==> src/rtl/alsu_sched_pkg.sv <==
// Shared types for the ALSU scheduler: opcodes, command bundle, flag positions
// and the lock FSM state encoding.
package alsu_sched_pkg;

  typedef enum logic [2:0] {
    AND       = 3'd0,
    XOR       = 3'd1,
    ADD       = 3'd2,
    MULT      = 3'd3,
    SHIFT     = 3'd4,
    ROTATE    = 3'd5,
    INVALID_6 = 3'd6,
    INVALID_7 = 3'd7
  } opcode_e;

  localparam int FLAG_RED_OP_A  = 0;
  localparam int FLAG_RED_OP_B  = 1;
  localparam int FLAG_BYPASS_A  = 2;
  localparam int FLAG_BYPASS_B  = 3;
  localparam int FLAG_DIRECTION = 4;
  localparam int FLAG_SERIAL_IN = 5;
  localparam int FLAG_CIN       = 6;
  localparam int NUM_FLAGS      = 7;

  typedef struct packed {
    opcode_e                opcode;
    logic [2:0]             a;
    logic [2:0]             b;
    logic [NUM_FLAGS-1:0]   flags;
  } alsu_cmd_t;

  typedef enum logic {
    UNLOCKED = 1'b0,
    LOCKED   = 1'b1
  } lock_state_e;

endpackage

==> src/rtl/alsu_rsp_fifo.sv <==
// First-word-fall-through response FIFO; the head is visible whenever not empty.
module alsu_rsp_fifo #(
  parameter int DEPTH = 4,
  parameter int WIDTH = 7
) (
  input  logic                   clk,
  input  logic                   rst_n,
  input  logic                   push,
  input  logic [WIDTH-1:0]       push_data,
  input  logic                   pop,
  output logic [WIDTH-1:0]       head,
  output logic                   empty,
  output logic [$clog2(DEPTH):0] count
);

  localparam int AW = $clog2(DEPTH);

  logic [WIDTH-1:0] mem [DEPTH];
  logic [AW-1:0]    wr_ptr;
  logic [AW-1:0]    rd_ptr;

  always_ff @(posedge clk) begin
    if (push) mem[wr_ptr] <= push_data;
  end

  // Pointers wrap naturally because DEPTH is a power of two.
  always_ff @(posedge clk or negedge rst_n) begin
    if (!rst_n) begin
      wr_ptr <= '0;
      rd_ptr <= '0;
      count  <= '0;
    end else begin
      if (push) wr_ptr <= wr_ptr + 1'b1;
      if (pop)  rd_ptr <= rd_ptr + 1'b1;
      case ({push, pop})
        2'b10:   count <= count + 1'b1;
        2'b01:   count <= count - 1'b1;
        default: count <= count;
      endcase
    end
  end

  assign head  = mem[rd_ptr];
  assign empty = (count == '0);

endmodule

==> src/rtl/alsu_sched.sv <==
// Round-robin scheduler sharing one ALSU between two requesters, with grant
// locking, latency tracking and a credit-protected response FIFO.
module alsu_sched
  import alsu_sched_pkg::*;
#(
  parameter int ALSU_LAT  = 2,
  parameter int RSP_DEPTH = 4,
  parameter int LOCK_MAX  = 15
) (
  input  logic        clk,
  input  logic        rst_n,
  input  logic [1:0]  req_valid,
  output logic [1:0]  req_ready,
  input  logic [1:0]  req_lock,
  input  logic [5:0]  req_opcode,
  input  logic [5:0]  req_a,
  input  logic [5:0]  req_b,
  input  logic [13:0] req_flags,
  output logic [2:0]  alsu_opcode,
  output logic [2:0]  alsu_a,
  output logic [2:0]  alsu_b,
  output logic [6:0]  alsu_flags,
  input  logic [5:0]  alsu_out,
  output logic        rsp_valid,
  input  logic        rsp_ready,
  output logic        rsp_id,
  output logic [5:0]  rsp_data,
  output logic        busy,
  output logic        lock_err
);

  localparam int STAGES = ALSU_LAT + 1;
  localparam int SW     = $clog2(STAGES + 1);
  localparam int CW     = $clog2(RSP_DEPTH) + 1;
  localparam int IW     = $clog2(LOCK_MAX + 1);
  localparam logic [IW-1:0] LOCK_LAST = IW'(LOCK_MAX - 1);

  lock_state_e     state, state_next;
  logic            owner, owner_next;
  logic            rr_ptr, rr_next;
  logic [IW-1:0]   idle_cnt, idle_next;
  logic            err_set;
  logic            grant, gid;
  logic            credit_ok;
  alsu_cmd_t       cmd_sel, cmd_q;
  logic [STAGES-1:0] tag_v, tag_id;
  logic [SW-1:0]   inflight;
  logic [CW-1:0]   fifo_count;
  logic            fifo_empty;
  logic [6:0]      fifo_head;

  always_comb begin
    inflight = '0;
    for (int i = 0; i < STAGES; i++) inflight = inflight + SW'(tag_v[i]);
  end

  assign credit_ok = (int'(inflight) + int'(fifo_count)) < RSP_DEPTH;

  // Locked owner is the only candidate; otherwise the last loser wins ties.
  always_comb begin
    grant = 1'b0;
    gid   = 1'b0;
    if (rst_n && credit_ok) begin
      if (state == LOCKED) begin
        grant = req_valid[owner];
        gid   = owner;
      end else if (&req_valid) begin
        grant = 1'b1;
        gid   = rr_ptr;
      end else if (req_valid[0]) begin
        grant = 1'b1;
        gid   = 1'b0;
      end else if (req_valid[1]) begin
        grant = 1'b1;
        gid   = 1'b1;
      end
    end
  end

  assign req_ready = grant ? (gid ? 2'b10 : 2'b01) : 2'b00;

  always_comb begin
    cmd_sel.opcode = opcode_e'(gid ? req_opcode[5:3] : req_opcode[2:0]);
    cmd_sel.a      = gid ? req_a[5:3] : req_a[2:0];
    cmd_sel.b      = gid ? req_b[5:3] : req_b[2:0];
    cmd_sel.flags  = gid ? req_flags[13:7] : req_flags[6:0];
  end

  always_comb begin
    state_next = state;
    owner_next = owner;
    idle_next  = idle_cnt;
    rr_next    = grant ? ~gid : rr_ptr;
    err_set    = 1'b0;
    case (state)
      UNLOCKED: begin
        if (grant && req_lock[gid]) begin
          state_next = LOCKED;
          owner_next = gid;
          idle_next  = '0;
        end
      end
      LOCKED: begin
        if (grant) begin
          idle_next = '0;
          if (!req_lock[gid]) state_next = UNLOCKED;
        end else if (!req_valid[owner]) begin
          if (idle_cnt == LOCK_LAST) begin
            state_next = UNLOCKED;
            idle_next  = '0;
            err_set    = 1'b1;
            rr_next    = ~owner;
          end else begin
            idle_next = idle_cnt + 1'b1;
          end
        end
      end
      default: state_next = UNLOCKED;
    endcase
  end

  // Idle cycles load a zero bubble so the ALSU never repeats a stale command.
  always_ff @(posedge clk or negedge rst_n) begin
    if (!rst_n) begin
      state    <= UNLOCKED;
      owner    <= 1'b0;
      rr_ptr   <= 1'b0;
      idle_cnt <= '0;
      lock_err <= 1'b0;
      cmd_q    <= '0;
      tag_v    <= '0;
      tag_id   <= '0;
    end else begin
      state    <= state_next;
      owner    <= owner_next;
      rr_ptr   <= rr_next;
      idle_cnt <= idle_next;
      lock_err <= lock_err | err_set;
      cmd_q    <= grant ? cmd_sel : '0;
      tag_v    <= {tag_v[STAGES-2:0], grant};
      tag_id   <= {tag_id[STAGES-2:0], gid};
    end
  end

  assign alsu_opcode = cmd_q.opcode;
  assign alsu_a      = cmd_q.a;
  assign alsu_b      = cmd_q.b;
  assign alsu_flags  = cmd_q.flags;

  alsu_rsp_fifo #(.DEPTH(RSP_DEPTH), .WIDTH(7)) u_rsp_fifo (
    .clk       (clk),
    .rst_n     (rst_n),
    .push      (tag_v[STAGES-1]),
    .push_data ({tag_id[STAGES-1], alsu_out}),
    .pop       (rsp_valid && rsp_ready),
    .head      (fifo_head),
    .empty     (fifo_empty),
    .count     (fifo_count)
  );

  assign rsp_valid          = !fifo_empty;
  assign {rsp_id, rsp_data} = fifo_empty ? 7'd0 : fifo_head;
  assign busy               = (inflight != '0) || !fifo_empty;

endmodule

==> config.mk <==
export PLATFORM = sky130hd
export DESIGN_NAME = alsu_sched
export DESIGN_NICKNAME = d
export VERILOG_FILES = /design/src/rtl/alsu_sched_pkg.sv /design/src/rtl/alsu_rsp_fifo.sv /design/src/rtl/alsu_sched.sv
export SDC_FILE = /design/constraint.sdc
export NUM_CORES = 1
export LEC_CHECK = 0
export BUFFER_PORTS_ARGS = -buffer_cell sky130_fd_sc_hd__buf_2
export CORE_ASPECT_RATIO = 1.5
export CORE_MARGIN = 1
export CORE_UTILIZATION = 40
export CTS_CLUSTER_DIAMETER = 200
export CTS_CLUSTER_SIZE = 12
export DETAILED_ROUTE_END_ITERATION = 16
export MAX_ROUTING_LAYER = met4
export PLACE_DENSITY = 0.61
export REMOVE_ABC_BUFFERS = 1
export SLEW_MARGIN = 20
export SYNTH_ARGS = -nofsm -noshare
export SYNTH_HDL_FRONTEND = slang
export SYNTH_SLANG_ARGS = --single-unit
==> constraint.sdc <==
create_clock -name clk -period 3.9 [get_ports clk]
set_input_delay 0.39 -clock clk [delete_from_list [all_inputs] [get_ports clk]]
set_output_delay 0.39 -clock clk [all_outputs]
set_load 0.1 [all_outputs]
==> Word level (Yosys, flattened, before mapping) <==
Memory sizes are Yosys's and may differ from the RTL's.
Index checks and enable logic that the tools add are counted.
{ "classes": {"addsub": 8, "magnitude_cmp": 3, "eq_ne": 5, "mux": 44, "n_bitwise": 4, "reduce_logical": 11} }
{ "op_table": {"columns": ["cell", "count"], "rows": [
  ["two-way mux 1 bit", 29],
  ["two-way mux 16 bit", 1],
  ["two-way mux 4 bit", 4],
  ["two-way mux 7 bit", 2],
  ["two-way mux 3 bit", 3],
  ["one-hot mux 4 bit (2 select lines)", 1],
  ["one-hot mux 3 bit (2 select lines)", 1],
  ["AND reduction 2 bit", 3],
  ["adder 2 x 1 -> 2 bit, second input constant", 2],
  ["adder 2 x 3 -> 4 bit", 1],
  ["adder 4 x 1 -> 4 bit, second input constant", 1],
  ["equality test 4 bit, second input constant", 1],
  ["less-than comparator 1 x 2 -> 1 bit, second input constant", 2],
  ["less-than comparator 4 x 3 -> 1 bit, second input constant", 1],
  ["two-way mux 2 bit", 2],
  ["nonzero test 2 bit", 2],
  ["adder 3 x 1 -> 3 bit, second input constant", 1],
  ["logical AND 1 bit", 3],
  ["logical NOT 3 bit", 1],
  ["!= test 3 bit, second input constant", 1],
  ["NOT 1 bit", 3],
  ["subtractor 3 x 1 -> 3 bit, second input constant", 1],
  ["adder 1 x 1 -> 2 bit", 1],
  ["adder 2 x 1 -> 2 bit", 1],
  ["7 further kinds", 7]
]} }
{ "totals": {"regBits": 37, "mem_bits_rw": 28, "in_bits": 45, "out_inout_bits": 28, "elab_cells": 90, "memories": 1} }
{ "mem_list": {"columns": ["memory", "words", "width", "read_ports", "rd_ports_with_merged_regs", "write_ports", "line_no", "source"], "rows": [
  ["u_rsp_fifo.mem", 4, 7, 1, 0, 1, "alsu_rsp_fifo.sv:18", "logic [WIDTH-1:0] mem [DEPTH];"]
]} }

==> Longest topological paths before layout <==
Gate-level depths: netlist of the first run.
{ "logic_depth": {"word_depth": 12, "mapped_depth": 9, "depth_no_buf": 8} }

==> Cells and area by module <==
A second synthesis of the first run with hierarchy kept.
{ "unflattened": {"cells_unflattened": 178, "hier_area_um2": 2745.1} }
{ "by_module_without_submodules": {"columns": ["mod", "n_inst", "cells_per_inst", "area_per_inst_um2", "seq_area_each_um2"], "rows": [
  ["alsu_rsp_fifo", 1, 72, 1403.8, 1016.0],
  ["alsu_sched", 1, 106, 1341.3, 750.7]
]} }

==> Least setup slack after synthesis of the first run <==
OpenSTA, ideal clock, no wires.
{ "synth_path": {"path_kind": "register -> register", "from": "register u_rsp_fifo.count[0]", "to": "register u_rsp_fifo.count[2]", "setup_time_ns": 0.079, "arrival_ns": 2.701, "required_ns": 3.821, "slack_ns": 1.120, "path_stages_with_launch": 10, "path_cell_list": "dfrtp_1 or3_2 clkbuf_1 and2_1 ha_1 inv_1 fa_1 xor2_1 nor2_1 xor2_1"} }
{ "synth_via": {"elab_chain_len": 5, "elab_cells_between_ends": 9} }
{ "synth_rtl": {"columns": ["item", "line_no", "source"], "rows": [
  ["start: declaration", "alsu_rsp_fifo.sv:13", "output logic [$clog2(DEPTH):0] count"],
  ["start signal: assignment", "alsu_rsp_fifo.sv:36", "2'b10: count <= count + 1'b1;"],
  ["start signal: assignment", "alsu_rsp_fifo.sv:37", "2'b01: count <= count - 1'b1;"],
  ["start signal: assignment", "alsu_rsp_fifo.sv:38", "default: count <= count;"],
  ["logical NOT 3 bit (*)", "alsu_rsp_fifo.sv:44", "assign empty = (count == '0);"],
  ["logical NOT 1 bit (*)", "alsu_sched.sv:161", "assign rsp_valid = !fifo_empty;"],
  ["via rsp_valid", "alsu_sched.sv:24", "output logic rsp_valid,"],
  ["logical AND 1 bit (*)", "alsu_sched.sv:155", ".pop (rsp_valid && rsp_ready),"],
  ["via u_rsp_fifo.pop", "alsu_rsp_fifo.sv:10", "input logic pop,"],
  ["equality test 2 x 1 -> 1 bit or equality test 2 bit (tied branches)", "alsu_rsp_fifo.sv:35", "case ({push, pop})"],
  ["one-hot mux 3 bit (2 select lines) or nonzero test 2 bit (tied branches)", null, null]
]} }
Mark *: on every way through the listed nets, which the timed path passes. The rest lies on a longest branch.
A chain may end at the register's enable or synchronous reset.

==> Worst setup path in the final report of the first run <==
{ "layout_path": {"from": "register tag_v[2]", "to": "output req_ready[0]"} }
{ "layout_via": {"elab_cells_between_ends": 8} }
{ "layout_lines": {"columns": ["item", "line_no", "source"], "rows": [
  ["start: declaration", "alsu_sched.sv:46", "logic [STAGES-1:0] tag_v, tag_id;"],
  ["start signal: assignment", "alsu_sched.sv:140", "tag_v <= {tag_v[STAGES-2:0], grant};"],
  ["adder 2 x 1 -> 2 bit", "alsu_sched.sv:54", "for (int i = 0; i < STAGES; i++) inflight = inflight + SW'(tag_v[i]);"],
  ["adder 2 x 3 -> 4 bit", "alsu_sched.sv:57", "assign credit_ok = (int'(inflight) + int'(fifo_count)) < RSP_DEPTH;"],
  ["less-than comparator 4 x 3 -> 1 bit", "alsu_sched.sv:57", null],
  ["logical AND 1 bit", "alsu_sched.sv:63", "if (rst_n && credit_ok) begin"],
  ["two-way mux 1 bit", "alsu_sched.sv:63", null],
  ["via grant", "alsu_sched.sv:43", "logic grant, gid;"],
  ["two-way mux 2 bit", "alsu_sched.sv:80", "assign req_ready = grant ? (gid ? 2'b10 : 2'b01) : 2'b00;"],
  ["end: declaration", "alsu_sched.sv:13", "output logic [1:0] req_ready,"]
]} }
The timed path passes the listed nets, and every way through them passes these cells.

==> run summary, run 1 <==
Worst Clk Skew -> 10.4 ps
Main synth FF type -> dfrtp_1
Critical Path RT -> 3510 ps
Power share of the combinational group -> 46.0%
Xor/xnor cell area share of the yosys netlist -> 1.90%
CP Capture Type -> output port
Worst skew pair latency -> 340 ps
Max Fanout on Critical Path -> 18
Yosys warning total -> 0
Tot GR Track Use -> 15.7%
Core region area -> 6580 um^2
R2R setup slack -> 1360 ps
WS Path Type -> reg2out
Post-synth ARST share -> 56.9%
Reg-to-reg startpoint -> tag_v[2]
Switching power share of the total -> 47.7%
Root buf cell -> clkbuf_8
Synth Register Bits -> 65
Initial drt markers -> 116
Clock-pin slew on the worst setup and hold paths -> 80 ps
Multi-input logic area -> 911 um^2
CTS tree -> done
Type of origin of the critical path -> flop
Outcome -> finished, final reports clean
Filler cell count -> 577
Max-Cap Viols -> 0
Cts hold-fix bufs -> 0
Synth top area cells -> dfrtp_1, edfxtp_1, a22o_2, mux4_2, ha_1
Reg-to-Reg End -> idle_cnt[3]
Fin. Hold Viols -> 0
Period utilization -> 89.3%
Critical path arrival -> 3090 ps
Post-Route Setup TNS -> 0 ps
Syn Std Cell Area -> 2770 um^2
Clock group share of total power -> 19.7%
Max_slew headroom -> 66.8%
Clock Sink Count -> 65
Chip width -> 69.9 um
Largest net degree at the start of global routing -> 38
Clock buffer count from CTS -> 9
Die Height -> 104 um
Most common cell after layout, fill and taps aside -> buf_2
Fin crit period -> 3480 ps
Routed length per instance -> 14.7 um
Peak VDD IR -> 349 uV
Longest Clk Path Bufs -> 2
Leak pwr -> 1.56 nW
First-pass GRT wire length -> 8470 um
Tightest Pin Transition -> 485 ps
Share of the synthesized area in the top cell type -> 33.4%
Switching Power -> 1.38 mW
Worst Setup SP -> tag_v[2]
Cell variety after synth -> 39
Initial Utilization -> 42.1%
Power density cells -> 857 nW/um^2
Setup repair after global routing missed its margin -> no
Total power -> 2.90 mW
Cells after DPL -> 321
Port Buffers -> 72
CP Capture Point -> req_ready[0]
Drt pass-1 iters -> 4
Antenna-violating nets left -> 0
GRT Residual Overflow -> 0
Routed WL -> 4950 um
Final instance area -> 3380 um^2
Rows -> 36
Ports -> 73
Yosys top cell by area -> dfrtp_1
Share of cells above drive strength 1 -> 45.6%
Post-DP Area -> 3180 um^2
H-tree Lvls -> 3
Multiplexer area fraction after synthesis -> 7.59%
Initial antenna violation count -> 0
Number of synthesized flops with an enable pin -> 28
Slew Limit Fails -> 0
Area delta synth->final -> 22.1%
R2R depth -> 7
Compound-Gate Fraction of Synth Area -> 10.3%
Sequential-to-total area share from yosys stat -> 63.8%
Commonest non-fill, non-tap cells in the layout -> buf_2, dfrtp_1, edfxtp_1
Cells after Synth -> 178
Post-DP HPWL -> 3610 um
FF/Latch Area -> 1770 um^2
Die area -> 7270 um^2
Fin nets -> 311
Post-cts sizing count -> 0
Via/cell ratio -> 5.06
Via count -> 1704
Internal -> 1.52 mW
Largest family of logic cells by synthesized area -> compound AO/OA/AOI/OAI gates
GPL Wtd Cong -> 0.709
Non-Filler Instances -> 337
# Post-CTS Setup Buffers -> 0
Antenna diodes -> 0
Vias in the first global route -> 1780
Endpoints failing setup -> 0
Synthesized area per cell -> 15.6 um^2
Synth Area in Simple Gates -> 8.08%
Fmax -> 287 MHz
Hold WC Path Type -> in2async
Synth Area in Adders -> 5.06%
Residual DRC -> 0
Sequential Power Share -> 34.3%
==> cells by family (layout without fill, tap and decap cells) <==
logic type | count (synthesis) | in the layout
and+or+nand+nor | 39 | 39
buffers and inverters | 15 | 98
AOI/OAI and AO/OA | 31 | 31
DFF | 65 | 65
adders and majority gates | 10 | 10
muxes | 12 | 12
xor gates and xnor gates | 6 | 6
==> layout make-up <==
cell class              instances  share of cell area [%]
flip-flops and latches         65                    52.2
multi-input cells              98                    26.9
repair buffers                 75                    11.3
clock buffers                   9                    3.66
well taps                      76                    2.81
clock inverters                 7                    2.29
inverters                       7                   0.777
==> metrics by stage <==
step	hold slack, ps	util, %	setup slack, ps
floorplan	94.4	-	660
global placement	335	48.4	818
detailed placement	339	48.4	755
CTS	133	51.4	369
global route	164	51.4	241
finish	126	51.4	417
==> flip-flops by register name, summed over array words and instances (netlist names) <==
name               flops
owner                  1
u_rsp_fifo.rd_ptr      2
alsu_flags             7
u_rsp_fifo.wr_ptr      2
u_rsp_fifo.mem        28
rr_ptr                 1
state                  1
tag_id                 3
u_rsp_fifo.count       3
lock_err               1
idle_cnt               4
tag_v                  3
alsu_opcode            3
alsu_a                 3
alsu_b                 3
==> worst min-delay path by stage <==
stage	startpoint	to	slack, ps	depth (start not counted)
3_5_place_dp	tag_id[0]	tag_id[1]	340	0
4_1_cts	rst_n	tag_id[2]	130	2
3_3_place_gp	tag_id[1]	tag_id[2]	340	0
2_1_floorplan	rst_n	alsu_a[0]	90	0
5_1_grt	rst_n	alsu_flags[1]	160	2
6_report	rst_n	alsu_flags[1]	130	2
==> cell usage after synthesis, types with 2 or more instances <==
cell,number
inv_1,7
nor3b_1,2
mux2_2,2
a22o_2,16
mux2i_1,3
ha_1,8
o21ai_0,4
nor2_1,5
fa_1,2
nand3_1,2
clkbuf_1,3
xnor2_1,2
o31a_1,2
buf_6,2
xor2_1,4
edfxtp_1,28
mux4_2,7
dfrtp_1,37
nand2_1,5
o21bai_1,2
and2_1,13
a21oi_1,2
nor3_1,3
a211o_1,2
==> layer usage <==
layer  wire length, um  track usage (%)  vias up  part of all wire (%)
met5                 0                -        -                     0
met4                76             7.29        0                   1.5
met3               261             3.68        8                   5.3
met2              2660             27.4       71                    54
met1              1950             16.5      814                    39
li1                  -                -      811                     -
==> power by group through the flow <==
stage,clock network [mW],registers (mW),logic (mW)
6_report,0.572,0.995,1.33
3_3_place_gp,0,1.01,1.33
3_5_place_dp,0,1.01,1.35
5_1_grt,0.624,1.02,1.42
4_1_cts,0.593,1.00,1.35
2_1_floorplan,0,1.21,0.897
==> worst max-delay path, stage by stage (launching register included) <==
cell and delay, ps:
dfrtp_1 460, fa_1 420, ha_1 200, or3b_4 400, a2111oi_4 420, and2_1 200, buf_4 210, buf_2 460
(Power assumes the default switching activity.)
==> run 2, diff against run 1 <==
==> constraint.sdc (replaced) <==
create_clock -name clk -period 3.7 [get_ports clk]
set_input_delay 0.37 -clock clk [delete_from_list [all_inputs] [get_ports clk]]
set_output_delay 0.37 -clock clk [all_outputs]
set_load 0.1 [all_outputs]
==> run 2 against run 1 <==
Against the previous run:
- final cell count unchanged
- critical path depth decreased by 1
- clock power increased by 18%
- critical endpoint unchanged
- first-iteration DRC count decreased by 45%
- clock skew increased by 0.90 ps
- power increased by 8.0%
- via count increased by 0.23%
==> run summary, run 2 (same netlist as run 1, synthesis figures left out) <==
Post-DP Area -> 3180 um^2 (unchanged)
Rows -> 36 (unchanged)
WS Path Type -> reg2out (unchanged)
Tightest Pin Transition -> 548 ps (was 485 ps)
Most common cell after layout, fill and taps aside -> buf_2 (unchanged)
Die Height -> 104 um (unchanged)
Outcome -> finished, final reports clean (unchanged)
Clock Sink Count -> 65 (unchanged)
Critical path arrival -> 2900 ps (was 3090 ps)
Fin nets -> 311 (unchanged)
Post-DP HPWL -> 3730 um (was 3610 um)
Initial antenna violation count -> 0 (unchanged)
Die area -> 7270 um^2 (unchanged)
Final instance area -> 3410 um^2 (was 3380 um^2)
Max FFs per register -> 28 (unchanged)
Most flop-heavy register -> u_rsp_fifo.mem (unchanged)
R2R setup slack -> 1130 ps (was 1360 ps)
Via/cell ratio -> 5.07 (was 5.06)
Reg-to-reg startpoint -> tag_v[2] (unchanged)
Chip width -> 69.9 um (unchanged)
Slew Limit Fails -> 0 (unchanged)
Fin. Hold Viols -> 0 (unchanged)
Critical Path RT -> 3330 ps (was 3510 ps)
Setup repair after global routing missed its margin -> no (unchanged)
Residual DRC -> 0 (unchanged)
CTS tree -> done (unchanged)
Post-Route Setup TNS -> 0 ps (unchanged)
Antenna-violating nets left -> 0 (unchanged)
First-pass GRT wire length -> 8290 um (was 8470 um)
Fin crit period -> 3270 ps
Type of origin of the critical path -> flop (unchanged)
Worst Clk Skew -> 11.3 ps (was 10.4 ps)
Tot GR Track Use -> 15.5% (was 15.7%)
CP Capture Type -> output port (unchanged)
Clock buffer count from CTS -> 9 (unchanged)
Vias in the first global route -> 1804 (was 1780)
Max_slew headroom -> 63.5% (was 66.8%)
Worst skew pair latency -> 340 ps (about the same)
Cts hold-fix bufs -> 0 (unchanged)
Power density cells -> 919 nW/um^2 (was 857 nW/um^2)
H-tree Lvls -> 3 (unchanged)
Port Buffers -> 72 (unchanged)
Period utilization -> 88.3%
Leak pwr -> 1.57 nW (was 1.56 nW)
Longest Clk Path Bufs -> 2 (unchanged)
Largest net degree at the start of global routing -> 38 (unchanged)
Utilization after layout -> 51.8% (was 51.4%)
Fmax -> 306 MHz
Ports -> 73 (unchanged)
Clock-pin slew on the worst setup and hold paths -> 80 ps (about the same)
GPL Wtd Cong -> 0.731 (was 0.709)
Max-Cap Viols -> 0 (unchanged)
Drt pass-1 iters -> 4 (unchanged)
Via count -> 1708 (was 1704)
Area delta synth->final -> 22.9% (was 22.1%)
Root buf cell -> clkbuf_8 (unchanged)
Peak VDD IR -> 526 uV (was 349 uV)
GRT Residual Overflow -> 0 (unchanged)
Routed length per instance -> 14.7 um (about the same)
Share of cells above drive strength 1 -> 45.6% (unchanged)
Hold WC Path Type -> in2async (unchanged)
Commonest non-fill, non-tap cells in the layout -> buf_2, dfrtp_1, edfxtp_1 (unchanged)
Worst Setup SP -> tag_v[2] (unchanged)
Core region area -> 6580 um^2 (unchanged)
Routed WL -> 4960 um (was 4950 um)
Endpoints failing setup -> 0 (unchanged)
Initial drt markers -> 64 (was 116)
Initial Utilization -> 42.1% (unchanged)
Post-cts sizing count -> 0 (unchanged)
# Post-CTS Setup Buffers -> 0 (unchanged)
Max Fanout on Critical Path -> 9 (was 18)
Filler cell count -> 559 (was 577)
Antenna diodes -> 0 (unchanged)
==> run 2: metal layers <==
| layer | wire, um | track usage [%] | vias up |
|---|---|---|---|
| li1 | - | - | 812 |
| met1 | 1950 | 15.7 | 813 |
| met2 | 2630 | 26.6 | 74 |
| met3 | 286 | 4.36 | 9 |
| met4 | 86 | 8.14 | 0 |
| met5 | 0 | - | - |
==> run 2: area by class of cell <==
| cell class | count | area [um^2] | area share [%] |
|---|---|---|---|
| repair buffers | 75 | 383 | 11.2 |
| multi-input cells | 98 | 911 | 26.7 |
| flip-flops and latches | 65 | 1770 | 51.9 |
| inverters | 7 | 26.3 | 0.771 |
| clock inverters | 7 | 100 | 2.94 |
| clock buffers | 9 | 124 | 3.64 |
| well taps | 76 | 95.1 | 2.79 |
==> run 2: final timing paths <==
kind,end,cells after the start
max,req_ready[0],6
min,u_rsp_fifo.wr_ptr[1],2
max reg2reg,idle_cnt[3],7
min reg2reg,tag_id[2],0
max in group asynchronous,u_rsp_fifo.rd_ptr[0],2
min in group clk,u_rsp_fifo.mem[1][3],1
==> run 2: critical path, stage by stage, from the launching register on <==
cell and delay [ps]:
dfrtp_1 460, fa_1 410, ha_1 200, or3b_4 400, a2111oi_4 440, and2_1 220
buf_2 430
==> run 2: through the flow <==
step                total power, mW  instances  setup WS [ps]  hold WS, ps
floorplan                      2.23        170            480         74.4
global placement               2.47        321            821          334
detailed placement             2.49        321            787          335
CTS                            3.17        337            401          110
global route                   3.30        337            282          112
finish                         3.13        337            432         94.0
==> run 2: report_power, final <==
part | switching (mW) | total (mW) | internal (mW) | leakage [nW]
Clock | 0.287 | 0.673 | 0.386 | 0.115
Sequential | 0.149 | 1.05 | 0.905 | 0.738
Combinational | 1.03 | 1.40 | 0.377 | 0.719
Total | 1.46 | 3.13 | 1.67 | 1.57
